### config.mk
export PLATFORM = sky130hd
export DESIGN_NAME = predictor_fifo_ctrl_flat
export DESIGN_NICKNAME = d
export VERILOG_FILES = /design/src/rtl/predictor_fifo_ctrl_if.sv /design/src/rtl/predictor_fifo_ctrl.sv /design/src/flat_wrapper.sv
export SDC_FILE = /design/constraint.sdc
export NUM_CORES = 1
export LEC_CHECK = 0
export BUFFER_PORTS_ARGS = -buffer_cell sky130_fd_sc_hd__buf_2
export CORE_UTILIZATION = 46
export CTS_CLUSTER_DIAMETER = 30
export DETAILED_ROUTE_END_ITERATION = 8
export GPL_ROUTABILITY_DRIVEN = 0
export GPL_TIMING_DRIVEN = 1
export PLACE_DENSITY = 0.65
export SLEW_MARGIN = 20
export SYNTH_ARGS = -nofsm -noshare
export SYNTH_HDL_FRONTEND = slang
export SYNTH_SLANG_ARGS = --single-unit
### constraint.sdc
create_clock -name clk -period 3.6 [get_ports clk]
set_input_delay 0.72 -clock clk [delete_from_list [all_inputs] [get_ports clk]]
set_output_delay 0.72 -clock clk [all_outputs]
set_load 0.02 [all_outputs]
### src/rtl/predictor_fifo_ctrl_if.sv
// predictor_fifo_ctrl_if: push, head, resolve and status signals of the branch-predictor FIFO controller.
interface predictor_fifo_ctrl_if #(parameter int PTR_W = 3);
    logic             push_valid;
    logic [24:0]      push_data;
    logic             push_ready;
    logic             head_valid;
    logic [24:0]      head_data;
    logic             resolve_valid;
    logic [10:0]      resolve_addr;
    logic             resolve_taken;
    logic [10:0]      resolve_target;
    logic             mispredict;
    logic [10:0]      redirect_addr;
    logic             flush;
    logic [PTR_W:0]   count;
    logic             underflow_err;
    logic             sync_err;
    modport master (
        output push_valid, push_data, resolve_valid, resolve_addr, resolve_taken, resolve_target,
        input  push_ready, head_valid, head_data, mispredict, redirect_addr, flush, count,
               underflow_err, sync_err
    );
    modport slave (
        input  push_valid, push_data, resolve_valid, resolve_addr, resolve_taken, resolve_target,
        output push_ready, head_valid, head_data, mispredict, redirect_addr, flush, count,
               underflow_err, sync_err
    );
endinterface

### src/rtl/predictor_fifo_ctrl.sv
// predictor_fifo_ctrl: prediction FIFO that retires entries on resolve and flushes/redirects on mispredict.
module predictor_fifo_ctrl #(
    parameter int DEPTH = 8,
    parameter int PTR_W = 3
) (
    input  logic clk,
    input  logic reset_n,
    predictor_fifo_ctrl_if.slave bus
);
    typedef enum logic {RUN, FLUSH} state_t;
    state_t           state;
    logic [24:0]      mem [DEPTH];
    logic [PTR_W-1:0] rd_ptr, wr_ptr;
    logic [PTR_W:0]   cnt;
    logic             mis_q, flush_q, uf_q, se_q;
    logic [10:0]      redir_q;
    logic             run, do_push, do_res, addr_bad, mis;
    logic [24:0]      head;
    logic [10:0]      redir;
    assign run      = state == RUN;
    assign head     = mem[rd_ptr];
    assign do_push  = bus.push_valid && bus.push_ready;
    assign do_res   = bus.resolve_valid && run && cnt != '0;
    assign addr_bad = bus.resolve_addr != head[24:14];
    assign mis      = do_res && (addr_bad || bus.resolve_taken != head[0] ||
                      (bus.resolve_taken && head[0] && bus.resolve_target != head[13:3]));
    assign redir    = bus.resolve_taken ? bus.resolve_target : bus.resolve_addr + 11'd1;
    assign bus.push_ready    = run && cnt != (PTR_W+1)'(DEPTH);
    assign bus.head_valid    = run && cnt != '0;
    assign bus.head_data     = head;
    assign bus.count         = cnt;
    assign bus.mispredict    = mis_q;
    assign bus.flush         = flush_q;
    assign bus.redirect_addr = redir_q;
    assign bus.underflow_err = uf_q;
    assign bus.sync_err      = se_q;
    always_ff @(posedge clk) begin
        if (do_push) mem[wr_ptr] <= bus.push_data;
    end
    always_ff @(posedge clk or negedge reset_n) begin
        if (!reset_n) begin
            state   <= RUN;
            rd_ptr  <= '0;
            wr_ptr  <= '0;
            cnt     <= '0;
            mis_q   <= 1'b0;
            flush_q <= 1'b0;
            redir_q <= '0;
            uf_q    <= 1'b0;
            se_q    <= 1'b0;
        end else if (state == FLUSH) begin
            // wrong-path entries, including any pushed with the mispredict, are dropped here
            state   <= RUN;
            rd_ptr  <= '0;
            wr_ptr  <= '0;
            cnt     <= '0;
            mis_q   <= 1'b0;
            flush_q <= 1'b0;
        end else begin
            if (do_push) wr_ptr <= wr_ptr + 1'b1;
            if (do_res) rd_ptr <= rd_ptr + 1'b1;
            cnt <= cnt + (PTR_W+1)'(do_push) - (PTR_W+1)'(do_res);
            if (bus.resolve_valid && cnt == '0) uf_q <= 1'b1;
            if (do_res && addr_bad) se_q <= 1'b1;
            if (mis) begin
                state   <= FLUSH;
                mis_q   <= 1'b1;
                flush_q <= 1'b1;
                redir_q <= redir;
            end
        end
    end
endmodule

### src/flat_wrapper.sv
// flat-port wrapper written by rule: the top's interface ports become plain ports
module predictor_fifo_ctrl_flat 
#(
    parameter int DEPTH = 8,
    parameter int PTR_W = 3
)
  (clk, reset_n, bus_push_valid, bus_push_data, bus_resolve_valid, bus_resolve_addr, bus_resolve_taken, bus_resolve_target, bus_push_ready, bus_head_valid, bus_head_data, bus_mispredict, bus_redirect_addr, bus_flush, bus_count, bus_underflow_err, bus_sync_err);
  predictor_fifo_ctrl_if #(.PTR_W(PTR_W)) bus_i ();
  input  logic clk;
  input  logic reset_n;
  input wire logic [$bits(bus_i.push_valid)-1:0] bus_push_valid;
  input wire logic [$bits(bus_i.push_data)-1:0] bus_push_data;
  input wire logic [$bits(bus_i.resolve_valid)-1:0] bus_resolve_valid;
  input wire logic [$bits(bus_i.resolve_addr)-1:0] bus_resolve_addr;
  input wire logic [$bits(bus_i.resolve_taken)-1:0] bus_resolve_taken;
  input wire logic [$bits(bus_i.resolve_target)-1:0] bus_resolve_target;
  output wire logic [$bits(bus_i.push_ready)-1:0] bus_push_ready;
  output wire logic [$bits(bus_i.head_valid)-1:0] bus_head_valid;
  output wire logic [$bits(bus_i.head_data)-1:0] bus_head_data;
  output wire logic [$bits(bus_i.mispredict)-1:0] bus_mispredict;
  output wire logic [$bits(bus_i.redirect_addr)-1:0] bus_redirect_addr;
  output wire logic [$bits(bus_i.flush)-1:0] bus_flush;
  output wire logic [$bits(bus_i.count)-1:0] bus_count;
  output wire logic [$bits(bus_i.underflow_err)-1:0] bus_underflow_err;
  output wire logic [$bits(bus_i.sync_err)-1:0] bus_sync_err;
  assign bus_i.push_valid = bus_push_valid;
  assign bus_i.push_data = bus_push_data;
  assign bus_i.resolve_valid = bus_resolve_valid;
  assign bus_i.resolve_addr = bus_resolve_addr;
  assign bus_i.resolve_taken = bus_resolve_taken;
  assign bus_i.resolve_target = bus_resolve_target;
  assign bus_push_ready = bus_i.push_ready;
  assign bus_head_valid = bus_i.head_valid;
  assign bus_head_data = bus_i.head_data;
  assign bus_mispredict = bus_i.mispredict;
  assign bus_redirect_addr = bus_i.redirect_addr;
  assign bus_flush = bus_i.flush;
  assign bus_count = bus_i.count;
  assign bus_underflow_err = bus_i.underflow_err;
  assign bus_sync_err = bus_i.sync_err;
  predictor_fifo_ctrl #(.DEPTH(DEPTH), .PTR_W(PTR_W)) u_core (.clk(clk), .reset_n(reset_n), .bus(bus_i));
endmodule
==> After elaboration in Yosys (flattened, before gate mapping) <==
Memory sizes are Yosys's and may differ from the RTL's.
Index checks and enable logic that the tools add are counted.
{ "word_totals": {"ff_bits": 25, "ram_bits": 200, "out_inout_bits": 46, "word_cells": 51, "mem_count": 1} }
{ "classes": {"n_addsub": 5, "eq_ne": 4, "mux": 12, "bitwise_logic": 1, "n_reduce_logical": 20} }
{ "memory_table": {"columns": ["name", "words", "width", "read_ports", "rd_ports_with_merged_regs", "write_ports", "line_no", "source"], "rows": [
  ["u_core.mem", 8, 25, 1, 0, 1, "predictor_fifo_ctrl.sv:12", "logic [24:0] mem [DEPTH];"]
]} }
{ "ops": {"columns": ["operator", "n"], "rows": [
  ["11-bit != test", 2],
  ["3-bit 2-to-1 mux", 4],
  ["11-bit by 1-bit adder with 11-bit output, second input constant", 1],
  ["11-bit 2-to-1 mux", 1],
  ["1-bit logical AND", 10],
  ["3-bit by 1-bit adder with 3-bit output, second input constant", 2],
  ["1-bit 2-to-1 mux", 6],
  ["2-bit AND reduction", 3],
  ["2-bit nonzero test", 3],
  ["4-bit by 1-bit adder with 4-bit output", 1],
  ["4-bit zero test", 1],
  ["4-bit 2-to-1 mux", 1],
  ["4-bit != test, second input constant", 1],
  ["4-bit nonzero test", 1],
  ["4-bit by 1-bit subtractor with 4-bit output", 1],
  ["1-bit logical OR", 2],
  ["1-bit != test", 1],
  ["1-bit inverter", 1]
]} }

==> Logic depth before layout (Yosys ltp) <==
Gate-level depths: netlist of run 1.
An unclocked memory read counts as a cell.
{ "logic_depth": {"depth_word": 7, "mapped_depth": 13, "ltp_nobuf": 11} }

==> Worst setup path after synthesis of run 1 <==
OpenSTA, ideal clock, no wires.
{ "synth_timing": {"path_type": "reg2reg", "startpoint": "register u_core.cnt[2], in the netlist u_core.bus.count[2]", "endpoint": "memory u_core.mem[0][0], enable pin", "arrival_time_ns": 3.433, "t_required_ns": 3.162, "path_slack_ns": -0.271, "stages_incl_launch_ff": 8, "n_path_buf": 1, "synth_period_minus_slack_ns": 3.871, "path_cell_list": "dfrtp_1 -> inv_1 -> ha_1 -> a31oi_1 -> and2_1 -> clkbuf_1 -> nand2b_1 -> nor3_1"} }
{ "synth_between": {"elab_chain_len": 5} }
{ "synth_rtl": {"columns": ["item", "line_no", "source"], "rows": [
  ["start: declaration", "predictor_fifo_ctrl.sv:14", "logic [PTR_W:0] cnt;"],
  ["start signal: assignment", "predictor_fifo_ctrl.sv:62", "cnt <= cnt + (PTR_W+1)'(do_push) - (PTR_W+1)'(do_res);"],
  ["4-bit != test", "predictor_fifo_ctrl.sv:28", "assign bus.push_ready = run && cnt != (PTR_W+1)'(DEPTH);"],
  ["1-bit logical AND", "predictor_fifo_ctrl.sv:28", null],
  ["net bus_push_ready", "flat_wrapper.sv:17", "output wire logic [$bits(bus_i.push_ready)-1:0] bus_push_ready;"],
  ["1-bit logical AND", "predictor_fifo_ctrl.sv:22", "assign do_push = bus.push_valid && bus.push_ready;"],
  ["1-bit 2-to-1 mux", "predictor_fifo_ctrl.sv:38", "if (do_push) mem[wr_ptr] <= bus.push_data;"],
  ["1-bit 2-to-1 mux (implied by the code)", "predictor_fifo_ctrl.sv:38", null],
  ["end: declaration", "predictor_fifo_ctrl.sv:12", null]
]} }
The timed path passes the listed nets, and every way through them passes these cells.

==> Worst setup path in the final report of run 1 <==
{ "layout_timing": {"startpoint": "register u_core.rd_ptr[2]", "endpoint": "register u_core.redir_q[0], in the netlist u_core.bus.redirect_addr[0]"} }
{ "layout_between": {"elab_chain_len": 6} }
{ "layout_rtl": {"columns": ["item", "line_no", "source"], "rows": [
  ["start: declaration", "predictor_fifo_ctrl.sv:13", "logic [PTR_W-1:0] rd_ptr, wr_ptr;"],
  ["start signal: assignment", "predictor_fifo_ctrl.sv:61", "if (do_res) rd_ptr <= rd_ptr + 1'b1;"],
  ["memory 8 x 25 bit (*)", null, null],
  ["11-bit != test, or another cell as far along", "predictor_fifo_ctrl.sv:24", "assign addr_bad = bus.resolve_addr != head[24:14];"],
  ["1-bit logical OR / 1-bit logical AND (equally long branches)", "predictor_fifo_ctrl.sv:25, predictor_fifo_ctrl.sv:26", null],
  ["1-bit logical OR (*)", "predictor_fifo_ctrl.sv:25", "assign mis = do_res && (addr_bad || bus.resolve_taken != head[0] ||"],
  ["1-bit logical AND (*)", "predictor_fifo_ctrl.sv:25", null],
  ["2-bit AND reduction (no source line) (*)", null, null],
  ["end signal: assignment", "predictor_fifo_ctrl.sv:69", "redir_q <= redir;"],
  ["end: declaration", "predictor_fifo_ctrl.sv:16", "logic [10:0] redir_q;"]
]} }
Every way passes the cells marked *; elsewhere a longest branch is shown, timed or not.
A chain may end at the register's enable or synchronous reset.

==> metrics.md, run 1 <==
| Metric | Value |
|---|---|
| Status | `completed` |
| Fin cells | `956` |
| Slowest cell delay on critical path | `0.59 ns` |
| Die ar. | `20850 um2` |
| Hold-fix buffers at CTS | `0` |
| First-pass GRT wire length | `31.18 mm` |
| Largest net degree at the start of global routing | `32` |
| Top cell family by delay on the critical path | `multiplexers` |
| Register area | `6634 um2` |
| Synth-to-Final Area Change | `25.89%` |
| Max Clock Freq | `291.9 MHz` |
| Initial core utilization | `47.45%` |
| Pwr dens | `867.9 nW/um2` |
| Vias in the first global route | `5301` |
| Die Y | `144.4 um` |
| Setup crit start kind | `flip-flop` |
| Asr flop ratio synth | `11.11%` |
| Hold Slack | `0.2064 ns` |
| Mapped Cells | `513` |
| Synthesized net count | `576` |
| Primary FF master, synth | `edfxtp_1` |
| Vias per std cell | `5.317` |
| Die W | `144.4 um` |
| Hold Crit Class | `input port to async pin` |
| Max Cap Violations | `0` |
| CP max-delay cell | `dfrtp_2` |
| Setup Skew | `0.01283 ns` |
| Port Buffers | `97` |
| Fin. Hold Viols | `0` |
| Tmin final | `3.426 ns` |
| Post-synthesis cell type count | `43` |
| IO Count | `98` |
| Multi-input logic area | `2561 um2` |
| Setup crit end kind | `flip-flop` |
| Count of state elements after synthesis | `225` |
| Slew @ Worst Pin | `0.7260 ns` |
| Root Driver | `clkbuf_16` |
| Setup-failing EPs final | `0` |
| Ys Warns | `0` |
| Hpwl dp | `13.74 mm` |
| Drt drc | `0` |
| Clock tree buffer depth | `3` |
| Post-CTS Resized | `0` |
| Total gr overflow | `0` |
| Crit path kind | `flip-flop to flip-flop` |
| Lkg Pwr | `4.192 nW` |
| Worst path required time | `3.99 ns` |
| Site Rows | `51` |
| Vias | `5083` |
| Mean area per synthesized cell | `18.18 um2` |
| Post-Syn Area | `9326 um2` |
| CTS sink cnt | `225` |
| Final net count | `719` |
| Worst-Skew Late Latency | `0.52 ns` |
| EDFF count, synth | `200` |
| Worst relative slew slack | `51.54%` |
| GRT Overall Usage | `21.04%` |
| Fill cell count | `1482` |
| Remaining antenna violation count | `0` |
| Sequential area share after synthesis | `71.10%` |
| Placed cells | `878` |
| Tot Pwr | `10.19 mW` |
| Buf/Inv on CP | `3` |
| Core area | `19650 um2` |
| Crit path DAT | `3.82 ns` |
| Routed Wire Length | `20.88 mm` |
| Fraction of layout cells with a size suffix above 1 | `38.08%` |
| Initial antenna violation count | `3` |
| RSZ-0062 raised after global routing | `false` |
| CTS buffer count | `41` |
| 1st-iter DRT viols | `329` |
| H-tree Lvls | `2` |
| Worst-path clk slew | `0.05 ns` |
| Max VDD drop | `484.3 uV` |
| CTS tree | `built` |
| CP Cell Sequence | `buf_4, buf_4, mux4_2, mux2i_1, xor2_1, nand4_1, o31a_1, o31ai_4, buf_12, mux2_2` |
| Setup bufs post-CTS | `0` |
| CP Max Fanout | `16` |
| Final period util | `95.16%` |
| DR pass1 iterations | `4` |
| Cell mode on critical path | `buf_4` |
| Setup tns final | `0 ns` |
| Routed WL per cell | `21.84 um` |
| Max Transition Viols Final | `0` |
==> synthesized netlist by cell type (3+ instances only) <==
cell / n / area (um2)
a221oi_1: 3 / 26.28
a22oi_1: 4 / 30.03
and3_1: 7 / 43.79
buf_2: 8 / 40.04
clkbuf_1: 9 / 33.78
dfrtp_1: 25 / 625.6
edfxtp_1: 200 / 6006
ha_1: 10 / 125.1
inv_1: 11 / 41.29
mux2_2: 16 / 180.2
mux2_4: 9 / 135.1
mux2i_1: 26 / 260.3
mux4_1: 3 / 78.83
mux4_2: 35 / 788.3
nand2_1: 34 / 127.6
nand2b_1: 6 / 37.54
nand3_1: 7 / 35.03
nand4_1: 3 / 18.77
nor2_1: 18 / 67.56
nor2b_1: 6 / 37.54
o21ai_0: 14 / 70.07
xnor2_1: 24 / 210.2
xor2_1: 11 / 96.34
==> per-layer routing <==
metal | vias up | track usage (%) | wire (um)
met5 | - | 0 | 0
met4 | 0 | 10.19 | 529
met3 | 37 | 5.099 | 1430
met2 | 171 | 33.81 | 10370
met1 | 2573 | 26.90 | 8552
li1 | 2302 | - | -
==> registers in the layout, summed over array words and instances, names as in the netlist <==
signal,flops
u_core.state,1
u_core.wr_ptr,3
u_core.bus.sync_err,1
u_core.mem,200
u_core.bus.count,4
u_core.bus.redirect_addr,11
u_core.rd_ptr,3
u_core.bus.underflow_err,1
u_core.bus.mispredict,1
==> final cells by class <==
cell class | count | area share [%]
sequential | 225 | 56.50
tap | 265 | 2.824
clock inverter | 28 | 2.685
multi-input combinational | 254 | 21.81
inverter | 11 | 0.3517
antenna | 3 | 0.06394
timing repair buffer | 123 | 6.650
clock buffer | 47 | 9.111
==> metrics by stage <==
stage                     setup WS [ns]  cell area, um2  util (%)
after CTS                        0.1198           11730     59.70
after global placement           0.1566           10350     52.65
final                            0.1742           11740     59.74
after floorplan                 0.06380            9336         -
after global routing            0.01025           11740     59.74
after detailed placement         0.1434           10350     52.65
==> cells by family (layout without fill, tap and decap cells) <==
logic type | Yosys count | after routing | share of synthesized area [%]
fa+ha+maj | 11 | 11 | 1.556
xor+xnor | 35 | 35 | 3.287
mux | 89 | 89 | 15.47
buf+inv | 34 | 209 | 1.838
simple gates | 89 | 89 | 4.481
flops | 225 | 225 | 71.10
compound gates | 30 | 30 | 2.267
other cells | 0 | 3 | 0
==> worst paths after layout <==
check	startpoint	endpoint	slack [ns]	cells past startpoint
worst max register to register	u_core.rd_ptr[2]$_DFFE_PN0P_	u_core.bus.redirect_addr[0]$_DFFE_PN0P_	0.17	10
worst min-delay path	reset_n	u_core.bus.count[1]$_DFF_PN0_	0.21	1
worst min register to register	u_core.bus.underflow_err$_DFFE_PN0P_	u_core.bus.underflow_err$_DFFE_PN0P_	0.49	1
worst max-delay path	u_core.rd_ptr[2]$_DFFE_PN0P_	u_core.bus.redirect_addr[0]$_DFFE_PN0P_	0.17	10
max in group asynchronous	reset_n	u_core.rd_ptr[2]$_DFFE_PN0P_	2.99	1
min in group clk	bus_push_data[19]	u_core.mem[7][19]$_DFFE_PP_	0.47	1
==> placed cells by master (no fill, tap or decap), types with 8 or more instances in the layout <==
cell / n
edfxtp_1: 200
buf_2: 97
clkbuf_16: 42
mux4_2: 35
nand2_1: 34
mux2i_1: 26
xnor2_1: 24
dfrtp_1: 23
buf_4: 18
mux2_2: 16
o21ai_0: 14
nor2_1: 12
inv_1: 11
xor2_1: 11
ha_1: 10
mux2_4: 9
buf_12: 8
==> power breakdown <==
| part | internal (mW) | switching [mW] |
|---|---|---|
| Sequential | 3.21 | 0.214 |
| Combinational | 1.31 | 1.67 |
| Clock | 2.46 | 1.32 |
Power figures use the tool's default switching activity.
==> run 2: changes to the inputs <==
--- a/config.mk
+++ b/config.mk
@@ -6,12 +6,14 @@
 export NUM_CORES = 1
 export LEC_CHECK = 0
 export BUFFER_PORTS_ARGS = -buffer_cell sky130_fd_sc_hd__buf_2
-export CORE_UTILIZATION = 46
+export CELL_PAD_IN_SITES_DETAIL_PLACEMENT = 1
+export CELL_PAD_IN_SITES_GLOBAL_PLACEMENT = 2
+export CORE_UTILIZATION = 44
 export CTS_CLUSTER_DIAMETER = 30
 export DETAILED_ROUTE_END_ITERATION = 8
 export GPL_ROUTABILITY_DRIVEN = 0
 export GPL_TIMING_DRIVEN = 1
-export PLACE_DENSITY = 0.65
+export PLACE_DENSITY = 0.79
 export SLEW_MARGIN = 20
 export SYNTH_ARGS = -nofsm -noshare
 export SYNTH_HDL_FRONTEND = slang
==> run 2 against run 1 <==
Sequential cell count is the same. Setup slack improved by 0.011 ns. Design area up 0.60%. Wire length is 10% higher. Non-clock buffer count up 2. First-iteration DRC count increased by 2.7%. Sequential share of layout area fell by 0.31 points. Clock skew up 0.0074 ns. Critical path type unchanged. Fmax is 0.32% higher. Total power rose by 3.7%. Final cell count up 0.63%.
==> metrics.md, run 2 (synthesized netlist as in run 1, its figures left out) <==
| Metric | Value |
|---|---|
| Site Rows | `52 (was 51)` |
| Lkg Pwr | `4.249 nW (was 4.192 nW)` |
| Worst path required time | `3.97 ns (was 3.99 ns)` |
| Status | `completed (unchanged)` |
| Most common cell after layout, fill and taps aside | `edfxtp_1 (unchanged)` |
| Vias | `5161 (was 5083)` |
| Hpwl dp | `14.44 mm (was 13.74 mm)` |
| Antenna diodes | `0 (was 3)` |
| Vias per std cell | `5.365 (was 5.317)` |
| 1st-iter DRT viols | `338 (was 329)` |
| Metal-1 WL | `9.831 mm (was 8.552 mm)` |
| Initial core utilization | `45.51% (was 47.45%)` |
| Synth-to-Final Area Change | `26.64% (was 25.89%)` |
| Setup Skew | `0.02023 ns (was 0.01283 ns)` |
| Post-CTS Resized | `0 (unchanged)` |
| Max Used Layer | `met5 (was met4)` |
| Root Driver | `clkbuf_16 (unchanged)` |
| Setup bufs post-CTS | `0 (unchanged)` |
| Fin. Hold Viols | `0 (unchanged)` |
| Switching Power | `3.232 mW (was 3.206 mW)` |
| Clock tree buffer depth | `3 (unchanged)` |
| Die W | `147.6 um (was 144.4 um)` |
| Reg with most FFs | `u_core.mem (unchanged)` |
| RSZ-0062 raised after global routing | `false (unchanged)` |
| GRT Overall Usage | `22.22% (was 21.04%)` |
| Final period util | `94.85% (was 95.16%)` |
| Slew @ Worst Pin | `0.6196 ns (was 0.7260 ns)` |
| Flop pwr share | `32.6% (was 33.6%)` |
| Pwr dens | `895.0 nW/um2 (was 867.9 nW/um2)` |
| Hold Crit Class | `input port to async pin (unchanged)` |
| Clk pwr share | `38.4% (was 37.1%)` |
| Worst relative slew slack | `58.69% (was 51.54%)` |
| Max Transition Viols Final | `0 (unchanged)` |
| Wire length on met3 | `1.224 mm (was 1.430 mm)` |
| Met2 WL post-DR | `11.59 mm (was 10.37 mm)` |
| Final net count | `722 (was 719)` |
| Fraction of layout cells with a size suffix above 1 | `38.15% (was 38.08%)` |
| Slowest cell delay on critical path | `0.61 ns (was 0.59 ns)` |
| H-tree Lvls | `2 (unchanged)` |
| Setup crit end kind | `flip-flop (unchanged)` |
| Max Cap Violations | `0 (unchanged)` |
| Cell internal pwr | `7.339 mW (was 6.984 mW)` |
| Routed WL per cell | `23.90 um (was 21.84 um)` |
| Crit path DAT | `3.79 ns (was 3.82 ns)` |
| Total gr overflow | `0 (unchanged)` |
| Remaining antenna violation count | `0 (unchanged)` |
| Setup crit start kind | `flip-flop (unchanged)` |
| Initial antenna violation count | `1 (was 3)` |
| Tmin final | `3.415 ns (was 3.426 ns)` |
| Die ar. | `21780 um2 (was 20850 um2)` |
| Setup tns final | `0 ns (unchanged)` |
| IO Count | `98 (unchanged)` |
| Drt drc | `0 (unchanged)` |
| CP Max Fanout | `16 (unchanged)` |
| CP max-delay cell | `dfrtp_4 (was dfrtp_2)` |
| Port Buffers | `97 (unchanged)` |
| CTS sink cnt | `225 (unchanged)` |
| CTS buffer count | `42 (was 41)` |
| Buf/Inv on CP | `2 (was 3)` |
| Die Y | `147.6 um (was 144.4 um)` |
| First-pass GRT wire length | `35.05 mm (was 31.18 mm)` |
| Power share of the combinational group | `29.0% (was 29.3%)` |
| Routed Wire Length | `23.00 mm (was 20.88 mm)` |
| Setup-failing EPs final | `0 (unchanged)` |
| Crit path kind | `flip-flop to flip-flop (unchanged)` |
| Max Clock Freq | `292.8 MHz (was 291.9 MHz)` |
| Max VDD drop | `432.5 uV (was 484.3 uV)` |
| Largest net degree at the start of global routing | `26 (was 32)` |
| Worst-Skew Late Latency | `0.51 ns (was 0.52 ns)` |
| Vias in the first global route | `5623 (was 5301)` |
| CP Cell Sequence | `buf_4, mux4_2, mux2i_1, xor2_1, nand4_1, o31a_1, o31ai_4, buf_12, mux2_2 (was buf_4, buf_4, mux4_2, mux2i_1, xor2_1, nand4_1, o31a_1, o31ai_4, buf_12, mux2_2)` |
| Hold-fix buffers at CTS | `0 (unchanged)` |
| Most frequent cells in the layout | `200 x edfxtp_1, 97 x buf_2, 45 x clkbuf_16 (was 200 x edfxtp_1, 97 x buf_2, 42 x clkbuf_16)` |
| Worst-path clk slew | `0.05 ns (about the same)` |
| Fin util | `57.63% (was 59.74%)` |
| Core area | `20490 um2 (was 19650 um2)` |
| Switch share | `30.58% (was 31.46%)` |
| Number of flip-flops in the largest register | `200 (unchanged)` |
| DR pass1 iterations | `4 (unchanged)` |
| Top cell family by delay on the critical path | `multiplexers (unchanged)` |
| CTS tree | `built (unchanged)` |
-- run 2: cell type report --
type	instances	area (um2)
sequential	225	6636
timing repair buffer	125	745.7
tap	270	337.8
inverter	11	41.29
clock buffer	52	1162
multi-input combinational	254	2561
clock inverter	25	326.6
fill	1904	8683
-- run 2: per-layer routing --
layer	up-vias	track usage (%)
li1	2296	-
met1	2662	29.67
met2	174	37.64
met3	27	4.198
met4	2	5.567
met5	-	0
-- run 2: stage by stage --
stage | area, um2 | power, mW | instances | hold WS [ns] | setup WS, ns
6_report | 11810 | 10.57 | 962 | 0.2378 | 0.1852
5_1_grt | 11810 | 11.00 | 962 | 0.2796 | 0.04035
4_1_cts | 11810 | 10.68 | 962 | 0.2456 | 0.04226
3_3_place_gp | 10320 | 6.480 | 885 | 0.4508 | 0.1316
3_5_place_dp | 10320 | 6.568 | 885 | 0.4696 | 0.09075
2_1_floorplan | 9336 | 5.450 | 513 | 0.4244 | 0.06380
-- run 2: final timing paths --
kind | startpoint | to | slack, ns | cells past startpoint
max in group asynchronous | reset_n | u_core.rd_ptr[0]$_DFFE_PN0P_ | 2.90 | 1
max | u_core.rd_ptr[0]$_DFFE_PN0P_ | u_core.bus.redirect_addr[10]$_DFFE_PN0P_ | 0.19 | 9
min in group clk | u_core.bus.underflow_err$_DFFE_PN0P_ | u_core.bus.underflow_err$_DFFE_PN0P_ | 0.47 | 1
max reg2reg | u_core.rd_ptr[0]$_DFFE_PN0P_ | u_core.bus.redirect_addr[10]$_DFFE_PN0P_ | 0.19 | 9
min reg2reg | u_core.bus.underflow_err$_DFFE_PN0P_ | u_core.bus.underflow_err$_DFFE_PN0P_ | 0.47 | 1
min | reset_n | u_core.bus.redirect_addr[6]$_DFFE_PN0P_ | 0.24 | 1
-- run 2: power by group through the flow --
stage / Clock (mW) / Sequential [mW] / Combinational [mW]
floorplan: 0 / 3.47 / 1.98
global placement: 0 / 3.46 / 3.02
detailed placement: 0 / 3.49 / 3.08
CTS: 4.12 / 3.45 / 3.11
global route: 4.22 / 3.49 / 3.29
finish: 4.06 / 3.45 / 3.07
